<file path="config.mk">
export PLATFORM = sky130hd
export DESIGN_NAME = multi_cycle_control_unit
export DESIGN_NICKNAME = d
export VERILOG_FILES = /design/src/rtl/multi_cycle_control_unit.sv
export SDC_FILE = /design/constraint.sdc
export NUM_CORES = 1
export LEC_CHECK = 0
export CORE_UTILIZATION = 30
export CTS_CLUSTER_SIZE = 20
export DETAILED_ROUTE_END_ITERATION = 10
export SLEW_MARGIN = 15
export SYNTH_ARGS = -nofsm -noshare
export SYNTH_HDL_FRONTEND = slang
export SYNTH_SLANG_ARGS = --single-unit
</file>
<file path="constraint.sdc">
create_clock -name clk -period 2.6 [get_ports clk]
set_input_delay 0.52 -clock clk [delete_from_list [all_inputs] [get_ports clk]]
set_output_delay 0.52 -clock clk [all_outputs]
set_load 0.02 [all_outputs]
</file>
<file path="src/rtl/multi_cycle_control_unit.sv">
// Main sequencing FSM of the multi-cycle RV32I core: walks IF/ID/EX/MEM/WB per opcode
// and decodes every datapath enable and mux select from the current state.
module multi_cycle_control_unit #(
  parameter logic [6:0] OP_RTYPE  = 7'b0110011,
  parameter logic [6:0] OP_ITYPE  = 7'b0010011,
  parameter logic [6:0] OP_LOAD   = 7'b0000011,
  parameter logic [6:0] OP_STORE  = 7'b0100011,
  parameter logic [6:0] OP_BRANCH = 7'b1100011,
  parameter logic [6:0] OP_JAL    = 7'b1101111,
  parameter logic [6:0] OP_JALR   = 7'b1100111,
  parameter logic [6:0] OP_ECALL  = 7'b1110011
) (
  input  logic       clk,
  input  logic       reset,
  input  logic [6:0] opcode,
  input  logic       alu_bcond,
  input  logic       halt_req,
  output logic       pc_update,
  output logic       pc_source,
  output logic       i_or_d,
  output logic       mem_read,
  output logic       mem_write,
  output logic       ir_write,
  output logic       reg_write,
  output logic [1:0] wb_sel,
  output logic       alu_src_a,
  output logic [1:0] alu_src_b,
  output logic [1:0] alu_op,
  output logic       is_halted
);

  typedef enum logic [2:0] {
    S_IF    = 3'd0,
    S_ID    = 3'd1,
    S_EX    = 3'd2,
    S_MEM   = 3'd3,
    S_WB    = 3'd4,
    S_BR_NT = 3'd5,
    S_HALT  = 3'd6
  } state_e;

  state_e state_q, state_d;

  always_ff @(posedge clk or posedge reset) begin
    if (reset) state_q <= S_IF;
    else       state_q <= state_d;
  end

  // Next state and combinational output decode; reset overrides all outputs to 0.
  always_comb begin
    state_d   = state_q;
    pc_update = 1'b0;
    pc_source = 1'b0;
    i_or_d    = 1'b0;
    mem_read  = 1'b0;
    mem_write = 1'b0;
    ir_write  = 1'b0;
    reg_write = 1'b0;
    wb_sel    = 2'b00;
    alu_src_a = 1'b0;
    alu_src_b = 2'b00;
    alu_op    = 2'b00;
    is_halted = 1'b0;

    case (state_q)
      S_IF: begin
        mem_read = 1'b1;
        ir_write = 1'b1;
        state_d  = S_ID;
      end
      S_ID: begin
        alu_src_b = 2'b10;
        state_d   = (opcode == OP_ECALL && halt_req) ? S_HALT : S_EX;
      end
      S_EX: begin
        case (opcode)
          OP_RTYPE: begin
            alu_src_a = 1'b1;
            alu_op    = 2'b10;
            state_d   = S_WB;
          end
          OP_ITYPE: begin
            alu_src_a = 1'b1;
            alu_src_b = 2'b10;
            alu_op    = 2'b10;
            state_d   = S_WB;
          end
          OP_LOAD, OP_STORE, OP_JALR: begin
            alu_src_a = 1'b1;
            alu_src_b = 2'b10;
            state_d   = (opcode == OP_JALR) ? S_WB : S_MEM;
          end
          OP_BRANCH: begin
            alu_src_a = 1'b1;
            alu_op    = 2'b01;
            if (alu_bcond) begin
              pc_update = 1'b1;
              pc_source = 1'b1;
              state_d   = S_IF;
            end else begin
              state_d   = S_BR_NT;
            end
          end
          OP_JAL: begin
            alu_src_b = 2'b01;
            reg_write = 1'b1;
            wb_sel    = 2'b10;
            pc_update = 1'b1;
            pc_source = 1'b1;
            state_d   = S_IF;
          end
          // Non-halting ecall and unknown opcodes retire as a NOP.
          default: begin
            alu_src_b = 2'b01;
            pc_update = 1'b1;
            state_d   = S_IF;
          end
        endcase
      end
      S_BR_NT: begin
        alu_src_b = 2'b01;
        pc_update = 1'b1;
        state_d   = S_IF;
      end
      S_MEM: begin
        i_or_d = 1'b1;
        if (opcode == OP_LOAD) begin
          mem_read = 1'b1;
          state_d  = S_WB;
        end else begin
          mem_write = 1'b1;
          alu_src_b = 2'b01;
          pc_update = 1'b1;
          state_d   = S_IF;
        end
      end
      S_WB: begin
        alu_src_b = 2'b01;
        pc_update = 1'b1;
        reg_write = 1'b1;
        if (opcode == OP_JALR) begin
          wb_sel    = 2'b10;
          pc_source = 1'b1;
        end else if (opcode == OP_LOAD) begin
          wb_sel    = 2'b01;
        end
        state_d = S_IF;
      end
      S_HALT: begin
        is_halted = 1'b1;
        state_d   = S_HALT;
      end
      default: state_d = S_IF;
    endcase

    if (reset) begin
      pc_update = 1'b0;
      pc_source = 1'b0;
      i_or_d    = 1'b0;
      mem_read  = 1'b0;
      mem_write = 1'b0;
      ir_write  = 1'b0;
      reg_write = 1'b0;
      wb_sel    = 2'b00;
      alu_src_a = 1'b0;
      alu_src_b = 2'b00;
      alu_op    = 2'b00;
      is_halted = 1'b0;
    end
  end

endmodule

</file>
# Yosys cells after proc, flatten, opt, wreduce, memory -nomap -nowiden
# Cells that the tools add are included.
# W data, S select, Z words.
dict set report totals {
  ff_bits 3
  ram_bits 0
  memories 0
  mem_bits_ro 0
  elab_cells 68
  latch_bits 0
}
dict set report op_classes {
  order_cmp 0
  div_mod_pow 0
  addsub 0
  n_mux 44
  n_bitwise 0
  n_reduce_logical 9
  eq_ne 14
  n_shift 0
  multipliers 0
}
# op count
set op_table {}
lappend op_table {{$eq A7 B7 Y1 const B} 4}
lappend op_table {{$mux W1} 22}
lappend op_table {{$pmux W3 S5} 1}
lappend op_table {{$eq A7 B6 Y1 const B} 2}
lappend op_table {{$mux W2} 6}
lappend op_table {{$mux W3} 4}
lappend op_table {{$pmux W2 S2} 3}
lappend op_table {{$pmux W1 S2} 5}
lappend op_table {{$eq A3 B3 Y1 const B} 3}
lappend op_table {{$pmux W3 S3} 1}
lappend op_table {{$pmux W2 S4} 1}
lappend op_table {{$eq A7 B2 Y1 const B} 1}
lappend op_table {{$eq A7 B5 Y1 const B} 1}
lappend op_table {{$eq A3 B2 Y1 const B} 2}
lappend op_table {{$reduce_or A2 Y1} 3}
lappend op_table {{$reduce_or A6 Y1} 1}
lappend op_table {{$reduce_or A5 Y1} 1}
lappend op_table {{$reduce_or A4 Y1} 1}
lappend op_table {{$eq A3 B1 Y1 const B} 1}
lappend op_table {{$logic_not A3 Y1} 1}
lappend op_table {{$pmux W1 S3} 1}
lappend op_table {{$reduce_or A3 Y1} 1}
lappend op_table {{$logic_and A1 B1 Y1} 1}

# Logic depth before layout (Yosys ltp)
dict set report depth {
  ltp_word 5
  mapped_depth 6
  depth_no_buf 4
}

# Worst setup path after synthesis
# OpenSTA, ideal clock, no wires.
dict set report synth_timing {
  path_kind {input to output}
  from {input opcode[6]}
  to {output pc_source}
  required_time_ns 2.080
  slack_ns 0.285
  arrival_time_ns 1.795
  path_buffers 1
  path_stages 5
  path_cell_list {buf_4 and3b_2 nand4_2 or3_4 a2111oi_4}
}
dict set report synth_via {
  elab_chain_len 4
  elab_cells_between_ends 7
}
# element line
set synth_rtl {}
lappend synth_rtl {{start, declared} 15} ;# input logic [6:0] opcode,
lappend synth_rtl {{$eq A7 B7 Y1 (on tied branches)} {76, 141}}
lappend synth_rtl {{$pmux W1 S2 or $mux W1 (tied branches)} {76, 141}}
lappend synth_rtl {{$pmux W1 S2 *} 65} ;# case (state_q)
lappend synth_rtl {{$mux W1 *} 156} ;# if (reset) begin
lappend synth_rtl {{end, declared} 19} ;# output logic pc_source,
# Every way passes the cells marked *; elsewhere a longest branch is shown, timed or not.

# Final worst setup path
dict set report layout_timing {
  from {input opcode[5]}
  to {output mem_write}
}
dict set report layout_via {
  elab_chain_len 4
}
# element line
set layout_rtl {}
lappend layout_rtl {{$eq A7 B2 Y1} 127} ;# if (opcode == OP_LOAD) begin
lappend layout_rtl {{$mux W1} 127}
lappend layout_rtl {{$mux W1} 65}
lappend layout_rtl {{$mux W1} 156}
lappend layout_rtl {{end, declared} 22} ;# output logic mem_write,
# No other way between the ends.

==> flow_summary.ini <==
[route]
dr.pass1.iters = 4
drtIter0Drc = 9
wire_per_inst_um = 12.7
drt-total-wl_mm = 1.84
via_count = 758
drc = 0
drtAntennaViolNets = 0
viasPerCell = 5.23

[logic_synthesis]
synthMuxAreaShare_pct = 3.55
synth_flop_cell = dfrtp_1
synthXorXnorAreaFrac_pct = 0
yosys.area_share.simple_pct = 45.2
synth_edf_count = 0
synth_compound_area_share_pct = 27.3
synth_nets = 83
synth-warning-count = 0
yosysSeqAreaShare_pct = 13.3
synth_top_family_by_area = simple AND/OR/NAND/NOR gates
ys_async_sr_fraction_pct = 100
synth.avg_cell_area_sq_um = 7.84
syn_inst = 72
ys_types = 38
syn_area_sq_um = 564
ys_seq_elements = 3
synth_fa_ha_area_share_pct = 0

[power_and_ir_drop]
p_sw_uw = 221
p_total_uw = 493
p_sw_share_pct = 44.8
combPwrFrac_pct = 68.2
vdd_drop_max_mv = 0.284
seq_power_share_pct = 15.5
p_int_uw = 272
powerDensity_nw_per_um2 = 479
p_clk_share_pct = 16.3
p_leak_nw = 0.482

[grt]
grt_max_degree = 11
met3_usage_pct = 3.17
grt_pass1_vias = 695
met2_usage_pct = 33.6
grt_overflow = 0
antenna_found_initial = 0
grt_use_total_pct = 19.5
grt_pass1_wl_mm = 2.99
grt_util_met1_pct = 24.5
busiest_layer = met2

[die]
rows = 15
die_area_sq_um = 2060
dieHeight_um = 45.4
io_pins = 26
start_util_pct = 32.3
design.core.area_sq_um = 1750
die-width_um = 45.4

[clocking]
hold_buffers = 0
clk_latency_ns = 0.23
numCtsBuffers = 3
cts_buffer_depth = 2
clock-sinks = 3
htreeDepth = 1
tritoncts = done
clockRootBuffer = clkbuf_4
path_clk_slew_ns = 0.04

[place]
dp_hpwl_mm = 1.40
portBuffers = 25
place_congestion = 0.907

[timing]
period_minus_slack_ns = 2.54
rsz0062_at_grt = false
maxSlewViolCount = 0
finalCritPeriodShare_pct = 97.6
fmax_ghz = 0.394
setup_viol = 0
worst_pin_slew_ns = 0.351
finalHoldViolations = 0
skew_ns = 0.000366
maxSlewHeadroom_pct = 76.3
hold-worst-slack_ns = 0.611

[finish]
reg_top3 = state_q: 3 flops
seq_area_sq_um = 75.1
layout.nets = 132
fillerInstances = 170
layout-drive-gt1-share_pct = 37.5
largest_register_ffs = 3
multiInputGateArea_sq_um = 472
diodes = 0
syn_to_final_growth_pct = 82.5
regMostFlops = state_q

[min_path]
min-delay-start = state_q[1]$_DFF_PP0_
hold_class = reg2reg

[worst_setup_path]
cp.required_ns = 2.08
worst_r2r_startpoint = state_q[0]$_DFF_PP0_
endpoint = mem_write
endpoint_kind = output port
r2r_cells = 5
critPathLaunchType = primary input
crit_path_max_fanout = 5
arrival_ns = 2.02
r2r-end = state_q[2]$_DFF_PP0_
path_class = in2out
reg2reg_slack_ns = 1.22
startpoint = opcode[5]

[run]
max_cap_viol_count = 0

[status]
status = finished, final reports clean
[per-stage QoR]
stage	area, sq um	util [%]	worst slack [ns]	setup TNS, ns	std cells
final	1030	59.0	0.0627	0	145
after global routing	1030	59.0	0.00945	0	145
after CTS	1020	58.6	0.00189	0	145
after detailed placement	970	55.6	-0.632	-5.32	139
after global placement	970	55.6	-0.630	-5.16	139
after floorplan	564	-	0.285	0	72
[worst min path at each step]
stage                     slack [ns]                   end  cells after the start
after floorplan                 0.52  state_q[0]$_DFF_PP0_                      1
after global placement          0.59  state_q[0]$_DFF_PP0_                      1
after detailed placement        0.60  state_q[0]$_DFF_PP0_                      1
after CTS                       0.61  state_q[0]$_DFF_PP0_                      1
after global routing            0.64  state_q[0]$_DFF_PP0_                      2
final                           0.61  state_q[0]$_DFF_PP0_                      1
[logic make-up (layout without fill, tap and decap cells)]
group,count (synthesis),in the layout
AND/OR/NAND/NOR,40,40
AO/OA/AOI/OAI,18,18
buffers and inverters,9,57
flip-flops,3,3
multiplexers,2,2
[Yosys cell counts (all sizes together), types with 2 or more instances]
master  number  area, sq um
nand4        2         18.8
nor4         4         25.0
mux2i        2         20.0
dfrtp        3         75.1
nor3         3         15.0
nor3b        3         22.5
buf          4         41.3
or3          2         17.5
nand2        3         11.3
o21bai       3         22.5
nand2b       5         31.3
clkbuf       2         7.51
nor2b        2         12.5
a311oi       2         17.5
nor2         7         26.3
a21oi        3         15.0
inv          3         11.3
or4          2         15.0
[routing by layer]
layer  wire (um)  vias up
met1         825      359
met3          88        2
li1            -      376
met2         917       21
met5           0        -
met4           8        0
[final cells by class]
class / instances / share of cell area [%]
Timing Repair Buffer: 50 / 40.2
Clock buffer: 4 / 2.55
Tap cell: 25 / 3.04
Multi-Input combinational cell: 60 / 45.8
Inverter: 3 / 1.09
Sequential cell: 3 / 7.29
[cells in the final DEF (no fill, tap or decap), drive strengths merged, types with 2 or more instances in the layout]
cell           count
a21oi              3
a311oi             2
buf               30
clkbuf             5
clkdlybuf4s50      5
dfrtp              3
dlygate4sd2       13
inv                3
mux2i              2
nand2              3
nand2b             5
nand4              2
nor2               7
nor2b              2
nor3               3
nor3b              3
nor4               4
o21bai             3
or3                2
or4                2
[repair_timing]
item                       CTS  global route
gates resized for setup     44             8
setup endpoints to repair   12             7
setup buffers                2             0
pin swaps                    8             4
[worst max-delay path, stage by stage]
cell and delay, ns:
dlygate4sd2_1 0.25, buf_6 0.13, or4_4 0.51, nor2_4 0.15, buf_6 0.12, nor3_1 0.03, dlygate4sd2_1 0.32
[power groups by stage]
stage | clock network, mW | logic [mW] | registers, mW
2_1_floorplan | 0 | 0.216 | 0.0730
3_3_place_gp | 0 | 0.332 | 0.0756
3_5_place_dp | 0 | 0.334 | 0.0767
4_1_cts | 0.0820 | 0.334 | 0.0761
5_1_grt | 0.0894 | 0.360 | 0.0793
6_report | 0.0805 | 0.336 | 0.0765
Power figures use the tool's default switching activity.
